**config.mk**
```make
export PLATFORM = sky130hd
export DESIGN_NAME = led_pattern_engine
export DESIGN_NICKNAME = d
export VERILOG_FILES = /design/src/rtl/led_pattern_pkg.sv /design/src/rtl/step_prescaler.sv /design/src/rtl/led_pattern_engine.sv
export SDC_FILE = /design/constraint.sdc
export NUM_CORES = 1
export LEC_CHECK = 0
export BUFFER_PORTS_ARGS = -buffer_cell sky130_fd_sc_hd__buf_4
export CAP_MARGIN = 30
export CORE_ASPECT_RATIO = 1.5
export CORE_MARGIN = 3
export CORE_UTILIZATION = 40
export CTS_BUF_LIST = sky130_fd_sc_hd__clkbuf_4
export CTS_CLUSTER_DIAMETER = 50
export DETAILED_ROUTE_END_ITERATION = 10
export GPL_TIMING_DRIVEN = 0
export SYNTH_ARGS = -nofsm -noshare
export SYNTH_HDL_FRONTEND = slang
export SYNTH_HIERARCHICAL = 1
export SYNTH_SLANG_ARGS = --single-unit
export TNS_END_PERCENT = 30
```
**constraint.sdc**
```tcl
create_clock -name clk -period 3.6 [get_ports clk]
set_input_delay 0 -clock clk [delete_from_list [all_inputs] [get_ports clk]]
set_output_delay 0 -clock clk [all_outputs]
set_load 0.05 [all_outputs]
```
**src/rtl/led_pattern_pkg.sv**
```systemverilog
// led_pattern_pkg: shared mode, state and rule encodings for the LED pattern engine
package led_pattern_pkg;
    localparam logic [1:0] MODE_OFF      = 2'b00;
    localparam logic [1:0] MODE_BOUNCE   = 2'b01;
    localparam logic [1:0] MODE_CONVERGE = 2'b10;
    localparam logic [1:0] MODE_AUTO     = 2'b11;
    localparam logic RULE_BOUNCE   = 1'b0;
    localparam logic RULE_CONVERGE = 1'b1;
    typedef enum logic [2:0] {
        ST_OFF,
        ST_BOUNCE,
        ST_CONVERGE,
        ST_AUTO_BOUNCE,
        ST_AUTO_CONVERGE
    } state_t;
    function automatic state_t start_state(input logic [1:0] m);
        return m == MODE_BOUNCE ? ST_BOUNCE :
               m == MODE_CONVERGE ? ST_CONVERGE :
               m == MODE_AUTO ? ST_AUTO_BOUNCE : ST_OFF;
    endfunction
endpackage

```
**src/rtl/step_prescaler.sv**
```systemverilog
// step_prescaler: divides clk into one-cycle step strobes every tick_div+1 enabled cycles
module step_prescaler #(
    parameter int PRESCALE_W = 24
) (
    input  logic                  clk,
    input  logic                  rst,
    input  logic                  en,
    input  logic                  clr,
    input  logic [PRESCALE_W-1:0] tick_div,
    output logic                  step
);
    logic [PRESCALE_W-1:0] count;
    assign step = en && !clr && count == tick_div;
    // count up while enabled; a lowered tick_div below the count snaps it back to 0
    always_ff @(posedge clk) begin
        if (rst || clr) count <= '0;
        else if (en) count <= count >= tick_div ? '0 : count + 1'b1;
    end
endmodule

```
**src/rtl/led_pattern_engine.sv**
```systemverilog
// led_pattern_engine: bounce/converge LED pattern FSM with automatic rule alternation
module led_pattern_engine
    import led_pattern_pkg::*;
#(
    parameter int N_LEDS     = 27,
    parameter int BLOCK_W    = 3,
    parameter int PRESCALE_W = 24,
    parameter int REPEATS    = 2
) (
    input  logic                  clk,
    input  logic                  rst,
    input  logic                  en,
    input  logic [1:0]            mode,
    input  logic [PRESCALE_W-1:0] tick_div,
    output logic [N_LEDS-1:0]     leds,
    output logic                  dir,
    output logic                  rule_active,
    output logic                  cycle_done
);
    localparam int PW = $clog2(N_LEDS + 1);
    localparam int RW = $clog2(REPEATS + 1);
    localparam int MAXPOS = N_LEDS - BLOCK_W;
    localparam int HALF = (N_LEDS + 1) / 2;
    localparam logic [N_LEDS-1:0] BLK = {N_LEDS{1'b1}} >> (N_LEDS - BLOCK_W);

    state_t          state;
    logic [1:0]      mode_q;
    logic [PW-1:0]   pos, np, top;
    logic [RW-1:0]   rep;
    logic            reinit, step, is_conv, is_auto, done, nd, swap;

    // pos doubles as the converge level k; the rule picks how it is drawn
    function automatic logic [N_LEDS-1:0] render(input logic conv, input logic [PW-1:0] k);
        logic [N_LEDS-1:0] m;
        for (int i = 0; i < N_LEDS; i++) m[i] = i < int'(k) || i >= N_LEDS - int'(k);
        return conv ? m : BLK << k;
    endfunction

    assign reinit = mode != mode_q;

    step_prescaler #(.PRESCALE_W(PRESCALE_W)) u_prescaler (
        .clk      (clk),
        .rst      (rst),
        .en       (en),
        .clr      (reinit || mode_q == MODE_OFF),
        .tick_div (tick_div),
        .step     (step)
    );

    // next position/direction for a step and whether it closes a cycle or swaps rules
    always_comb begin
        is_conv = state == ST_CONVERGE || state == ST_AUTO_CONVERGE;
        is_auto = state == ST_AUTO_BOUNCE || state == ST_AUTO_CONVERGE;
        top = is_conv ? PW'(HALF) : PW'(MAXPOS);
        np = dir ? pos - 1'b1 : pos + 1'b1;
        done = dir && np == '0;
        nd = dir ? np != '0 : np == top;
        swap = is_auto && done && rep == RW'(REPEATS - 1);
    end

    // control FSM: reset, mode-change reinit (beats any step), then stepping
    always_ff @(posedge clk) begin
        if (rst) begin
            state <= ST_OFF;
            mode_q <= MODE_OFF;
            pos <= '0;
            dir <= 1'b0;
            rep <= '0;
            leds <= '0;
            rule_active <= RULE_BOUNCE;
            cycle_done <= 1'b0;
        end else if (reinit) begin
            state <= start_state(mode);
            mode_q <= mode;
            pos <= '0;
            dir <= 1'b0;
            rep <= '0;
            leds <= mode == MODE_OFF ? '0 : render(mode == MODE_CONVERGE, '0);
            rule_active <= mode == MODE_CONVERGE ? RULE_CONVERGE : RULE_BOUNCE;
            cycle_done <= 1'b0;
        end else begin
            cycle_done <= step && state != ST_OFF && done;
            if (step && state != ST_OFF) begin
                state <= swap ? (is_conv ? ST_AUTO_BOUNCE : ST_AUTO_CONVERGE) : state;
                pos <= swap ? '0 : np;
                dir <= swap ? 1'b0 : nd;
                rep <= swap ? '0 : (is_auto && done) ? rep + 1'b1 : rep;
                leds <= swap ? render(!is_conv, '0) : render(is_conv, np);
                rule_active <= swap ? !is_conv : is_conv;
            end
        end
    end
endmodule

```
==> results of run 1 <==
power by group:
group / internal (uW) / switching (uW) / leakage (uW)
Sequential: 737 / 8.23 / 0.000534
Combinational: 78.8 / 121 / 0.00152
Clock: 225 / 283 / 0.0000729
logic make-up (layout without fill, tap and decap cells):
family | count (synthesis) | in the layout | share of synthesized area, %
AO/OA/AOI/OAI | 151 | 151 | 24.9
flip-flops | 66 | 66 | 29.0
AND/OR/NAND/NOR | 195 | 195 | 22.9
multiplexers | 2 | 2 | 0.467
buffers and inverters | 65 | 143 | 6.01
adder cells (fa/ha/maj) | 37 | 37 | 10.3
XOR/XNOR | 30 | 30 | 6.40
path summary, 6_finish.rpt:
path / end
hold / removal: mode_q[1]$_SDFFE_PP0N_
setup / recovery: leds[26]$_SDFFE_PP0P_
hold reg to reg: pos[2]$_SDFFE_PP0P_
setup reg to reg: leds[26]$_SDFFE_PP0P_
layout make-up:
| type | instances | area, um2 |
|---|---|---|
| fillers | 1133 | 5610 |
| multi-input cells | 415 | 3020 |
| inverters | 37 | 143 |
| clock inverters | 5 | 55.1 |
| repair buffers | 64 | 493 |
| plain buffers | 26 | 140 |
| clock buffers | 11 | 82.6 |
| flip-flops and latches | 66 | 1330 |
| well taps | 147 | 184 |
sequential cells by signal (all words and copies together) (netlist names):
| signal | count |
|---|---|
| leds | 27 |
| u_prescaler/count | 24 |
| pos | 5 |
| state | 3 |
| mode_q | 2 |
| rep | 2 |
| cycle_done | 1 |
| dir | 1 |
| rule_active | 1 |
per-stage QoR:
stage	area (um2)	TNS (ps)	cells	power, uW	setup slack, ps
floorplan	4560	0	546	881	4.34
global placement	5170	-19200	750	953	-1030
detailed placement	5170	-17610	750	954	-893
CTS	5400	0	770	1470	20.2
global route	5440	-36.3	771	1520	-19.1
finish	5440	0	771	1450	136
tightest hold or removal path, stage by stage:
cell	delay [ps]
dlygate4sd3_1	520
buf_4	130
nor2b_1	120
cells in the mapped netlist (3+ instances only):
cell type / number
nor4_1: 4
buf_2: 3
nor2_2: 22
buf_6: 3
nor2b_1: 4
o211ai_1: 4
a21o_1: 5
a31oi_1: 3
a32o_1: 22
nor2_1: 25
a21oi_1: 28
o21ai_0: 29
nand2b_1: 6
ha_1: 36
xnor2_1: 14
xor2_1: 13
nor3_1: 17
o221ai_1: 4
and3_1: 11
dfxtp_1: 66
o31ai_1: 11
o2111ai_1: 5
clkbuf_1: 21
nand3_1: 22
inv_1: 34
nand3b_1: 3
nand2_1: 49
nand4_1: 12
a221oi_1: 4
repair_timing:
item                                   in CTS  in global routing
hold buffers                                5                  0
endpoints found under the hold margin       8                  0
resized for setup                          10                 15
pin swaps                                   1                  2
buffers inserted                            1                  1
setup endpoints to repair                  35                 22
gates cloned                                0                  0
per-layer routing:
metal	share of wire, %	GRT usage, %
met5	0	0
met2	53	43.6
met1	39	24.9
met3	4.4	4.07
met4	3.3	10.0
==> summary.md, run 1 <==
| Metric | Value |
|---|---|
| Outcome | finished clean |
| CP max stage delay | 400 ps |
| Antenna-violating nets left | 0 |
| Avg Inst Size Synth | 8.35 um2 |
| Worst-path cell chain | ha_2 > nand3_1 > and3b_2 > or2_1 > inv_4 > ha_2 > clkbuf_4 > clkinv_2 > o21ai_0 > o2111ai_2 > buf_4 > nand3b_1 > a32o_1 |
| Slew headroom | 45.4% |
| Min Hold Slack | 393 ps |
| Share of the synthesized area in the top cell type | 29.0% |
| Vias per cell | 5.83 |
| Crit-path slowest cell | dfxtp_4 |
| Post-layout util | 49.2% |
| Max frequency | 289 MHz |
| Area grow syn2layout | 19.4% |
| DRT iter0 DRCs | 244 |
| Final WL | 14600 um |
| Most frequent cells in the layout | dfxtp_1 (65), buf_4 (60), nand2_1 (49) |
| Clock transition at path regs | 120 ps |
| Post-Syn Area | 4560 um2 |
| First-pass GRT wire length | 22900 um |
| Yosys reg bits | 66 |
| CTS tree | yes |
| Chip width | 93.2 um |
| Final Hold Viols | 0 |
| Final min period | 3460 ps |
| Share of post-route cells with drive strength above 1 | 22.3% |
| Critical Path AT | 3780 ps |
| Drt pass-1 iters | 6 |
| PwrDens | 267 nW/um2 |
| FP Rows | 47 |
| Synth area leader | dfxtp_1 |
| Vias in the first global route | 4491 |
| Hold/Removal Path Class | input port to flop |
| Worst Tran Pin Value | 820 ps |
| Post-synthesis instance total | 546 |
| Register area share after synthesis | 29.0% |
| GRT Residual Overflow | 0 |
| Clk sinks | 66 |
| Hold Path Cell Cnt | 3 |
| PortBufs | 57 |
| Clock Tree Root | clkbuf_4 |
| Num CTS Buffers | 9 |
| Max-slew violation count | 0 |
| Crit path required time | 3910 ps |
| Net count after synthesis | 612 |
| CTS H-tree depth | 3 |
| Core box area | 11100 um2 |
| Ys flop type | dfxtp_1 |
| # Max-Cap Violations | 0 |
| # DRC | 0 |
| Unrepaired setup endpoints after global routing | true |
| Crit-path most repeated cell | ha_2 |
| Ys async rst share | 0% |
| Routed len/inst | 18.9 um |
| Io pins | 59 |
| Initial Util | 41.2% |
| CP top delay family | simple AND/OR/NAND/NOR gates |
| GRT Total Usage | 23.1% |
| Latest clock arrival within the worst-skew pair | 420 ps |
| Cell depth of the worst flop-to-flop path | 13 |
| Peak VDD IR | 0.139 mV |
| Ant diodes | 0 |
| EDFF count, synth | 0 |
| Bufs on Longest Clock Path | 2 |
| R2R Path Start | dir$_SDFFE_PP0P_ |
| DIE AREA | 12700 um2 |
| Reg2Reg Setup Slack | 140 ps |
| Crit share post-route | 96.2% |
| Final setup vio count | 0 |
| Most common cell after layout, fill and taps aside | dfxtp_1 |
| Worst-case clock skew | 19.7 ps |
| Final #Nets | 685 |
| WS Path Type | flop to flop |
| GP Congestion | 0.933 |
| Initial antenna violation count | 0 |
| Critical-path maximum fanout | 14 |
| Largest net degree at the start of global routing | 19 |
| Worst path depth | 13 |
| Min-delay src | mode[1] |
| Synth area leaders | dfxtp_1 (29%), ha_1 (9.9%), a32o_1 (4.8%) |
| Die Span Y | 137 um |
| Yosys warns | 6 |
| Worst Setup SP | dir$_SDFFE_PP0P_ |
| Pleak | 0.00213 uW |
| Worst path bufs/invs | 4 |
| Critical Path Start Type | flop |
| CP Capture Type | flop |
| Hpwl dp | 11200 um |
| Via count | 4497 |
| Netlist cell types | 81 |
Power figures use the tool's default switching activity.
==> run 2, diff against run 1 <==
--- a/config.mk
+++ b/config.mk
@@ -5,6 +5,7 @@
 export SDC_FILE = /design/constraint.sdc
 export NUM_CORES = 1
 export LEC_CHECK = 0
+export ABC_AREA = 1
 export BUFFER_PORTS_ARGS = -buffer_cell sky130_fd_sc_hd__buf_4
 export CAP_MARGIN = 30
 export CORE_ASPECT_RATIO = 1.5
==> run 2 against run 1 <==
Net effect:
- wire length grew 8.2%
- critical path depth grew 2
- register-to-register slack gained 110 ps
- combinational power grew 57%
- via count grew 15%
- non-clock buffer count shrank 8
==> summary.md, run 2 <==
| Metric | Value |
|---|---|
| Unrepaired setup endpoints after global routing | false |
| Initial antenna violation count | 1 |
| Crit-path slowest cell | dfxtp_2 |
| Pwr Total | 1640 uW |
| Synth area leaders | dfxtp_1 (26%), nand2_1 (13%), ha_1 (9.0%) |
| Hold/Removal Path Class | input port to flop |
| Largest net degree at the start of global routing | 13 |
| Met1 global-route usage | 23.9% |
| Most common cell after layout, fill and taps aside | nand2_1 |
| Most Crowded Layer GR | met2 |
| Worst Tran Pin Value | 589 ps |
| Ys flop type | dfxtp_1 |
| CTS tree | yes |
| Most frequent cells in the layout | nand2_1 (171), inv_1 (103), nor2_1 (90) |
| Antenna-violating nets left | 0 |
| Post-CTS Setup Repair Bufs | 0 |
| Final #Nets | 898 |
| GRT met2 Usage | 43.5% |
| GRT Total Usage | 22.9% |
| Share of post-route cells with drive strength above 1 | 17.3% |
| Via count | 5171 |
| Crit path required time | 3860 ps |
| Share of the synthesized area in the top cell type | 26.4% |
| PwrDens | 281 nW/um2 |
| DRT iter0 DRCs | 226 |
| Avg Inst Size Synth | 6.59 um2 |
| Slew headroom | 60.7% |
| Clock transition at path regs | 110 ps |
| Critical Path AT | 3620 ps |
| Io pins | 59 |
| Post-Syn Area | 5000 um2 |
| Vias per cell | 5.22 |
| CP max stage delay | 390 ps |
| Ys async rst share | 0% |
| GRT Residual Overflow | 0 |
| WS Path Type | flop to flop |
| Peak VDD IR | 0.209 mV |
| Netlist cell types | 46 |
| Pleak | 0.00260 uW |
| Clock Tree Root | clkbuf_4 |
| Yosys warns | 6 |
| Largest regs | leds: 27 flops, u_prescaler/count: 24 flops, pos: 5 flops |
| Net count after synthesis | 825 |
| Num CTS Buffers | 9 |
| Vias in the first global route | 5159 |
| Hpwl dp | 12600 um |
| Worst Hold End | mode_q[0]$_SDFFE_PP0N_ |
| Final setup vio count | 0 |
| Final Hold Viols | 0 |
| Largest reg by FF count | leds |
| # Max-Cap Violations | 0 |
| Core box area | 12100 um2 |
| CTS H-tree depth | 3 |
| Crit-path most repeated cell | nand3_1 |
| Chip width | 97.3 um |
| Min-delay src | mode[0] |
| Max-slew violation count | 0 |
| Max frequency | 298 MHz |
| Initial Util | 41.4% |
| DIE AREA | 13900 um2 |
| Bufs on Longest Clock Path | 2 |
| Worst path depth | 15 |
| GR Util met3 | 3.52% |
| # DRC | 0 |
| Worst path bufs/invs | 2 |
| Top cells by count, synth | nand2_1 (171), inv_1 (103), nor2_1 (90) |
| Synth area leader | dfxtp_1 |
| CP top delay family | simple AND/OR/NAND/NOR gates |
| Register area share after synthesis | 26.4% |
| Count leader, synth | nand2_1 |
| Worst-case clock skew | 16.7 ps |
| Cell depth of the worst flop-to-flop path | 15 |
| EDFF count, synth | 0 |
| R2R Path Start | dir$_SDFFE_PP0P_ |
| Worst-path cell chain | ha_1 > a21oi_1 > nand3_1 > nand2_1 > buf_2 > ha_1 > inv_1 > nand3_1 > nand2_2 > nor2_4 > nand2_2 > nor2_2 > nand3_1 > nand2_1 > a21oi_1 |
| Hold Path Cell Cnt | 4 |
| Final WL | 15800 um |
| Final min period | 3360 ps |
| Critical Path Start Type | flop |
| FP Rows | 49 |
| Die Span Y | 143 um |
| First-pass GRT wire length | 25500 um |
| Drt pass-1 iters | 5 |
| Latest clock arrival within the worst-skew pair | 400 ps |
| Routed len/inst | 15.9 um |
| Reg2Reg Setup Slack | 240 ps |
| PortBufs | 57 |
| Crit share post-route | 93.2% |
| Outcome | finished clean |
| Worst reg2reg path endpoint | leds[26]$_SDFFE_PP0P_ |
| Post-synthesis instance total | 759 |
| Final TNS setup | 0 ps |
| GP Congestion | 0.971 |
| Clk sinks | 66 |
| Max reg flops | 27 |
| CP Capture Type | flop |
| Critical-path maximum fanout | 12 |
| Area grow syn2layout | 16.7% |
| Yosys reg bits | 66 |
[run 2: cell count changes in the layout (fill, tap and decap cells not counted), moves of 17 or more]
cell / before / now
nand3_1: 21 / 53
nand2_1: 49 / 171
nor2_1: 25 / 90
a21oi_1: 26 / 57
a32o_1: 22 / 0
nor2_2: 21 / 4
inv_1: 34 / 103
[run 2: timing repair]
action,4_1_cts,5_1_grt
resized for setup,0,1
hold buffers,5,0
setup endpoints to repair,0,3
hold endpoints to repair,17,0
[run 2: power by group]
group          total (uW)  internal, uW  leakage [uW]  switching, uW
clock network         574           312     0.0000897            262
registers             751           742      0.000534           8.83
logic                 315           112       0.00198            204
total                1640          1170       0.00260            474
[run 2: cell families after synthesis]
kind of cell               share of synthesized area [%]
and+or+nand+nor                                     36.3
buffers and inverters                               11.1
AOI/OAI and AO/OA                                   13.3
DFF                                                 26.4
adders and majority gates                           9.41
xor gates and xnor gates                            3.33
muxes                                              0.200
[run 2: area by class of cell]
cell class | count | area, um2
timing repair buffer | 62 | 478
antenna | 1 | 2.50
multi-input combinational | 560 | 3130
sequential | 66 | 1320
tap | 153 | 191
clock buffer | 13 | 97.6
fill | 1262 | 6240
inverter | 113 | 434
buffer | 20 | 119
clock inverter | 3 | 63.8
[run 2: worst max-delay path by stage]
stage	from	endpoint
3_5_place_dp	dir$_SDFFE_PP0P_	leds[26]$_SDFFE_PP0P_
3_3_place_gp	dir$_SDFFE_PP0P_	leds[26]$_SDFFE_PP0P_
6_report	dir$_SDFFE_PP0P_	leds[26]$_SDFFE_PP0P_
2_1_floorplan	dir$_SDFFE_PP0P_	leds[9]$_SDFFE_PP0P_
4_1_cts	dir$_SDFFE_PP0P_	leds[26]$_SDFFE_PP0P_
5_1_grt	dir$_SDFFE_PP0P_	leds[26]$_SDFFE_PP0P_
[run 2: through the flow]
step           cell area (um2)  setup slack (ps)  hold WS (ps)  util [%]  cells
4_1_cts                   5830               169           360      48.3    990
2_1_floorplan             5000               586           107         -    759
6_report                  5840               244           389      48.3    991
3_3_place_gp              5620               187           238      46.5    969
3_5_place_dp              5620               242           265      46.5    969
5_1_grt                   5840              49.0           375      48.3    991
[run 2: per-layer routing]
| metal | part of all wire (%) | routed length, um |
|---|---|---|
| met5 | 0 | 0 |
| met4 | 4.9 | 775 |
| met3 | 4.8 | 760 |
| met2 | 53 | 8340 |
| met1 | 37 | 5880 |
[run 2: worst register-to-register path: cells and delay by family (launching register included)]
kind            cells  cell delay [ps]
compound gates      2              270
flops               1              390
buf+inv             2              520
fa+ha+maj           2              680
simple gates        9             1340
